**src/rtl/serial_word_receiver.sv**
```systemverilog
// Framed serial-to-parallel receiver: start bit, WIDTH data bits (LSB first), optional even parity, stop bit.
// Good words are held on parallel_out behind a valid/ack handshake; bad frames and overruns pulse flags.
module serial_word_receiver #(
    parameter int WIDTH     = 4,
    parameter bit PARITY_EN = 1'b1
) (
    input  logic             clk,
    input  logic             reset,
    input  logic             ser_in,
    input  logic             bit_en,
    input  logic             out_ack,
    output logic [WIDTH-1:0] parallel_out,
    output logic             out_valid,
    output logic             busy,
    output logic             frame_err,
    output logic             parity_err,
    output logic             overrun
);

    localparam int CW = $clog2(WIDTH);

    typedef enum logic [1:0] {
        IDLE,
        DATA,
        PARITY,
        STOP
    } state_t;

    state_t           state_q, state_d;
    logic [CW-1:0]    bit_cnt_q, bit_cnt_d;
    logic [WIDTH-1:0] sr_q, sr_d;
    logic             par_bad_q, par_bad_d;
    logic [WIDTH-1:0] pout_d;
    logic             valid_d, busy_d, frame_err_d, parity_err_d, overrun_d;

    always_ff @(posedge clk) begin
        if (reset) begin
            state_q      <= IDLE;
            bit_cnt_q    <= '0;
            sr_q         <= '0;
            par_bad_q    <= 1'b0;
            parallel_out <= '0;
            out_valid    <= 1'b0;
            busy         <= 1'b0;
            frame_err    <= 1'b0;
            parity_err   <= 1'b0;
            overrun      <= 1'b0;
        end else begin
            state_q      <= state_d;
            bit_cnt_q    <= bit_cnt_d;
            sr_q         <= sr_d;
            par_bad_q    <= par_bad_d;
            parallel_out <= pout_d;
            out_valid    <= valid_d;
            busy         <= busy_d;
            frame_err    <= frame_err_d;
            parity_err   <= parity_err_d;
            overrun      <= overrun_d;
        end
    end

    always_comb begin
        state_d      = state_q;
        bit_cnt_d    = bit_cnt_q;
        sr_d         = sr_q;
        par_bad_d    = par_bad_q;
        pout_d       = parallel_out;
        valid_d      = out_valid;
        frame_err_d  = 1'b0;
        parity_err_d = 1'b0;
        overrun_d    = 1'b0;

        // Ack first; a delivery later in this block re-asserts valid with the new word.
        if (out_ack) begin
            valid_d = 1'b0;
        end

        if (bit_en) begin
            case (state_q)
                IDLE: begin
                    if (!ser_in) begin
                        state_d   = DATA;
                        bit_cnt_d = '0;
                        par_bad_d = 1'b0;
                    end
                end
                DATA: begin
                    sr_d[bit_cnt_q] = ser_in;
                    bit_cnt_d       = bit_cnt_q + CW'(1);
                    if (bit_cnt_q == CW'(WIDTH - 1)) begin
                        state_d = PARITY_EN ? PARITY : STOP;
                    end
                end
                PARITY: begin
                    par_bad_d = (^sr_q) ^ ser_in;
                    state_d   = STOP;
                end
                STOP: begin
                    state_d = IDLE;
                    if (!ser_in) begin
                        frame_err_d  = 1'b1;
                        parity_err_d = par_bad_q;
                    end else if (par_bad_q) begin
                        parity_err_d = 1'b1;
                    end else if (!out_valid || out_ack) begin
                        pout_d  = sr_q;
                        valid_d = 1'b1;
                    end else begin
                        overrun_d = 1'b1;
                    end
                end
                default: state_d = IDLE;
            endcase
        end

        busy_d = (state_d != IDLE);
    end

endmodule
```
**config.mk**
```make
export PLATFORM = sky130hd
export DESIGN_NAME = serial_word_receiver
export DESIGN_NICKNAME = d
export VERILOG_FILES = /design/src/rtl/serial_word_receiver.sv
export SDC_FILE = /design/constraint.sdc
export NUM_CORES = 1
export LEC_CHECK = 0
export BUFFER_PORTS_ARGS = -buffer_cell sky130_fd_sc_hd__buf_2
export CAP_MARGIN = 30
export CORE_MARGIN = 2
export CORE_UTILIZATION = 40
export CTS_BUF_LIST = sky130_fd_sc_hd__clkbuf_8 sky130_fd_sc_hd__clkbuf_16
export CTS_CLUSTER_SIZE = 28
export DETAILED_ROUTE_END_ITERATION = 7
export GPL_ROUTABILITY_DRIVEN = 0
export SYNTH_ARGS = -nofsm -noshare
export SYNTH_HDL_FRONTEND = slang
export SYNTH_SLANG_ARGS = --single-unit
```
**constraint.sdc**
```tcl
create_clock -name clk -period 1.7 [get_ports clk]
set_input_delay 0.34 -clock clk [delete_from_list [all_inputs] [get_ports clk]]
set_output_delay 0.34 -clock clk [all_outputs]
set_load 0.05 [all_outputs]
```
==> Word level (Yosys, flattened, before mapping) <==
Index checks and enable logic that the tools add are counted.
{ "word_totals": {"out_inout_bits": 9, "in_bits": 5, "regBits": 18} }
{ "op_classes": {"n_mux": 21, "order_cmp": 2, "n_reduce_logical": 14, "n_bitwise": 5, "n_eq_ne": 5, "n_addsub": 1} }
{ "ops": {"columns": ["cell", "count"], "rows": [
  ["$mux 1", 12],
  ["$mux 2", 4],
  ["$pmux 2 s4", 1],
  ["$eq 2x2->1 const B", 3],
  ["$reduce_and 3->1", 2],
  ["$reduce_bool 2->1", 3],
  ["$reduce_and 5->1", 1],
  ["$reduce_or 5->1", 1],
  ["$bwmux 4", 1],
  ["$not 1->1", 4],
  ["$pmux 2 s2", 1],
  ["$reduce_xor 4->1", 1],
  ["$lt 2x3->1 const B", 1],
  ["$reduce_or 3->1", 1],
  ["$add 2x1->2 const B", 1],
  ["$demux 1 s2", 1],
  ["$eq 2x1->1 const B", 1],
  ["$ge 2x1->1 const B", 1],
  ["$logic_not 2->1", 1],
  ["$ne 2x2->1 const B", 1],
  ["$pmux 1 s2", 1],
  ["$reduce_and 2->1", 1],
  ["$logic_and 1x1->1", 1],
  ["$logic_not 1->1", 1],
  ["2 further kinds", 2]
]} }

==> Logic depth before layout (Yosys ltp) <==
{ "depth": {"depth_word": 7, "depth_mapped": 5, "depth_no_buf": 5} }

==> Least setup slack after synthesis <==
Ideal clock, no wire load.
{ "synth_path": {"path_type": "reg-to-reg", "startpoint": "register out_valid", "endpoint": "register parallel_out[0]", "setup_ns": 0.071, "stages_incl_launch_ff": 4, "n_path_buf": 0, "period_less_slack_ns": 1.263, "arrival_ns": 1.193, "slack_ns": 0.437, "t_required_ns": 1.629, "path_cell_list": "dfxtp_1 -> nor2b_1 -> o31ai_1 -> a21oi_1"} }
{ "synth_via": {"elab_chain_len": 3} }
{ "synth_lines": {"columns": ["element", "line_no", "text"], "rows": [
  ["from (decl)", "13", "output logic out_valid,"],
  ["from (signal assigned)", "54", "out_valid <= valid_d;"],
  ["$logic_not 1->1", "105", "end else if (!out_valid || out_ack) begin"],
  ["$logic_or 1x1->1", "105", null],
  ["$reduce_and 5->1 (no source line)", null, null],
  ["to (signal assigned)", "53", "parallel_out <= pout_d;"],
  ["to (decl)", "12", "output logic [WIDTH-1:0] parallel_out,"]
]} }
Every way passes these cells.
A chain may end at the register's enable or synchronous reset.

==> Worst setup path after layout <==
{ "layout_path": {"startpoint": "register state_q[0]", "endpoint": "register parallel_out[0]"} }
{ "layout_via": {"elab_chain_len": 2} }
{ "layout_lines": {"columns": ["element", "line_no", "text"], "rows": [
  ["from (decl)", "29", "state_t state_q, state_d;"],
  ["from (signal assigned)", "49", "state_q <= state_d;"],
  ["$eq 2x2->1", "79", "case (state_q)"],
  ["$reduce_and 5->1 (no source line)", null, null]
]} }
Every way passes these cells.

==> out/metrics.json <==
{
  "asyncSetResetFlopFracSynth": {"value": 0},
  "drt_pass1_iterations": {"value": 4},
  "numPortBuffers": {"value": 13},
  "overflow": {"value": 0},
  "crit_arrival": {"value": 1480, "unit": "ps"},
  "tritoncts_num_sinks": {"value": 18},
  "postCtsResizedCells": {"value": 0},
  "post_cts_buffers": {"value": 0},
  "setup.worst_path.class": {"value": "reg2reg"},
  "final_net_count": {"value": 109},
  "max-vdd-ir-drop": {"value": 0.427, "unit": "mV"},
  "drcViolationCount": {"value": 0},
  "status": {"value": "completed"},
  "postRouteAntennaNets": {"value": 0},
  "ctsLongestPathBuffers": {"value": 2},
  "timing_max_transition_violations_final": {"value": 0},
  "timing_hold_violations_final": {"value": 0},
  "synth-adder-area-share": {"value": 0.0589},
  "final_util": {"value": 0.479},
  "drt-total-wl": {"value": 1.55, "unit": "mm"},
  "routed-via-count": {"value": 648},
  "die_height": {"value": 50.1, "unit": "µm"},
  "synth_edf_count": {"value": 0},
  "most_common_library_cell_in_the_layout_ignoring_fill_and_taps": {"value": "dfxtp_1"},
  "synth_nets": {"value": 98},
  "critical_path_required": {"value": 1820, "unit": "ps"},
  "synth_sequential_area_ratio": {"value": 0.424},
  "first_pass_grt_wire_length": {"value": 2.65, "unit": "mm"},
  "timing.hold.worst_path_depth": {"value": 2},
  "clock_tree_from_tritoncts": {"value": "yes"},
  "layout.filler_cells": {"value": 197},
  "grt.met2_usage": {"value": 0.182},
  "drt_first_iter_violations": {"value": 15},
  "critical_path.startpoint_type": {"value": "register"},
  "drive_above_1_share": {"value": 0.173},
  "worst_slack": {"value": 349, "unit": "ps"},
  "core.rowCount": {"value": 16},
  "route.detailed.vias_per_inst": {"value": 5.18},
  "seqCellArea": {"value": 360, "unit": "µm²"},
  "critical_path.endpoint_type": {"value": "register"},
  "mux_contribution_to_synthesized_area": {"value": 0.0471},
  "tritoncts.num_buffers": {"value": 3},
  "die-width": {"value": 50.1, "unit": "µm"},
  "final-instance-count-excl-fill": {"value": 125},
  "static_leakage": {"value": 0.415, "unit": "nW"},
  "core_area": {"value": 1980, "unit": "µm²"},
  "post_synthesis_simple_gate_area_fraction": {"value": 0.231},
  "synthesis.area_per_instance": {"value": 9.55, "unit": "µm²"},
  "clkSlewWorstSetupHoldPaths": {"value": 60, "unit": "ps"},
  "initial_utilization": {"value": 0.429},
  "dp_slack": {"value": 356, "unit": "ps"},
  "timing.hold.worst.class": {"value": "in2reg"},
  "synth.ff_latch_count": {"value": 18},
  "synth_compound_gate_area_share": {"value": 0.130},
  "grtUsageTotal": {"value": 0.140},
  "fp.dieArea": {"value": 2510, "unit": "µm²"},
  "finalCritPeriodShare": {"value": 0.795},
  "detailed_place_hpwl": {"value": 1.09, "unit": "mm"},
  "dpl.cell_count": {"value": 122},
  "ys.flop_type": {"value": "dfxtp_1"},
  "cp_max_fanout": {"value": 12},
  "report.final.setup_viol": {"value": 0},
  "most-common-layout-cells": {"value": "dfxtp_1 (18), buf_2 (13), a21oi_1 (9), nand4b_1 (5), nor2_1 (5)"},
  "worst_slew_pin_slew": {"value": 367, "unit": "ps"},
  "reg2regPathDepth": {"value": 3},
  "number_of_global_route_vias_before_repair": {"value": 570},
  "antenna_cells": {"value": 0},
  "synth.lib_cells_used.distinct": {"value": 29},
  "fin_skew": {"value": 1.07, "unit": "ps"},
  "multiInputGateArea": {"value": 437, "unit": "µm²"},
  "area_growth_syn_to_layout": {"value": 11.6, "unit": "%"},
  "cts_root_buf": {"value": "clkbuf_8"},
  "design_area": {"value": 948, "unit": "µm²"},
  "grt_antenna_before_repair": {"value": 0},
  "synth_area": {"value": 850, "unit": "µm²"},
  "power_per_cell_area": {"value": 815, "unit": "nW/µm²"},
  "h-tree-depth": {"value": 1},
  "met3_usage": {"value": 0.0273},
  "grt-busiest-layer": {"value": "met1"},
  "largest_family_of_logic_cells_by_synthesized_area": {"value": "simple AND/OR/NAND/NOR gates"},
  "time_the_final_worst_path_needs_with_i_o_delays_and_setup": {"value": 1350, "unit": "ps"},
  "cap_violations": {"value": 0},
  "place_area": {"value": 907, "unit": "µm²"},
  "insertion_delay": {"value": 250, "unit": "ps"},
  "wl_per_cell": {"value": 12.4, "unit": "µm"},
  "postSynthCellCount": {"value": 89},
  "io_pins": {"value": 14},
  "gr-usage-met1": {"value": 0.212},
  "max-slew-margin-rel": {"value": 0.755},
  "synth_xor_xnor_area_share": {"value": 0.0471},
  "grt_start_max_net_pins": {"value": 19},
  "yosys_warnings": {"value": 0},
  "setup_repair_after_global_routing_missed_its_margin": {"value": "no"},
  "timing.setup.tns": {"value": 0, "unit": "ps"},
  "post_cts_hold_buffer_count": {"value": 0},
  "clock.fmax": {"value": 740, "unit": "MHz"}
}
## logic make-up after synthesis
group                      count (synthesis)
and+or+nand+nor                           32
AOI/OAI and AO/OA                         18
DFF                                       18
buffers and inverters                     10
muxes                                      4
adders and majority gates                  4
xor gates and xnor gates                   3
## sequential cells by signal (all words and copies together), names as in the netlist
signal        count
busy              1
bit_cnt_q         2
par_bad_q         1
state_q           2
parity_err        1
sr_q              4
overrun           1
parallel_out      4
frame_err         1
out_valid         1
## cells in the mapped netlist (2+ instances only)
library cell,number,area share
a21oi_1,9,0.053
and3_1,2,0.015
buf_4,2,0.018
clkbuf_1,4,0.018
dfxtp_1,18,0.42
ha_1,4,0.059
inv_1,3,0.013
mux2i_1,4,0.047
nand2_1,3,0.013
nand2b_1,3,0.022
nand4_1,4,0.029
nand4b_1,5,0.052
nor2_1,5,0.022
nor2b_1,3,0.022
o21ai_0,3,0.018
o31ai_1,4,0.035
## final timing paths
kind	startpoint	end	slack, ps
setup / recovery	state_q[0]	parallel_out[0]	350
hold / removal	ser_in	frame_err	410
setup reg to reg	state_q[0]	parallel_out[0]	350
hold reg to reg	parallel_out[3]	parallel_out[3]	470
## metrics by stage
stage	hold WS [ps]	power (mW)
3_5_place_dp	465	0.497
4_1_cts	406	0.785
5_1_grt	441	0.809
6_report	414	0.773
2_1_floorplan	460	0.488
3_3_place_gp	455	0.496
## power by group
part | switching [mW] | internal, mW | total [mW]
clock | 0.129 | 0.157 | 0.285
combinational | 0.0336 | 0.0186 | 0.0522
sequential | 0.00771 | 0.427 | 0.435
## layer usage
metal  part of all wire  wire (µm)
met1               0.53        817
met2               0.43        674
met3              0.031         48
met4             0.0071         11
met5                  0          0
## worst max-delay path, cell delays in order, from the launching register on
cell	delay [ps]
dfxtp_1	540
nand3_1	290
o31ai_1	310
a21oi_1	90
## area by class of cell
type,instances,share of cell area
multi-input combinational,61,0.460
sequential,18,0.380
timing repair buffer,13,0.0686
clock buffer,3,0.0435
tap,27,0.0356
inverter,3,0.0119
(Power assumes the default switching activity.)
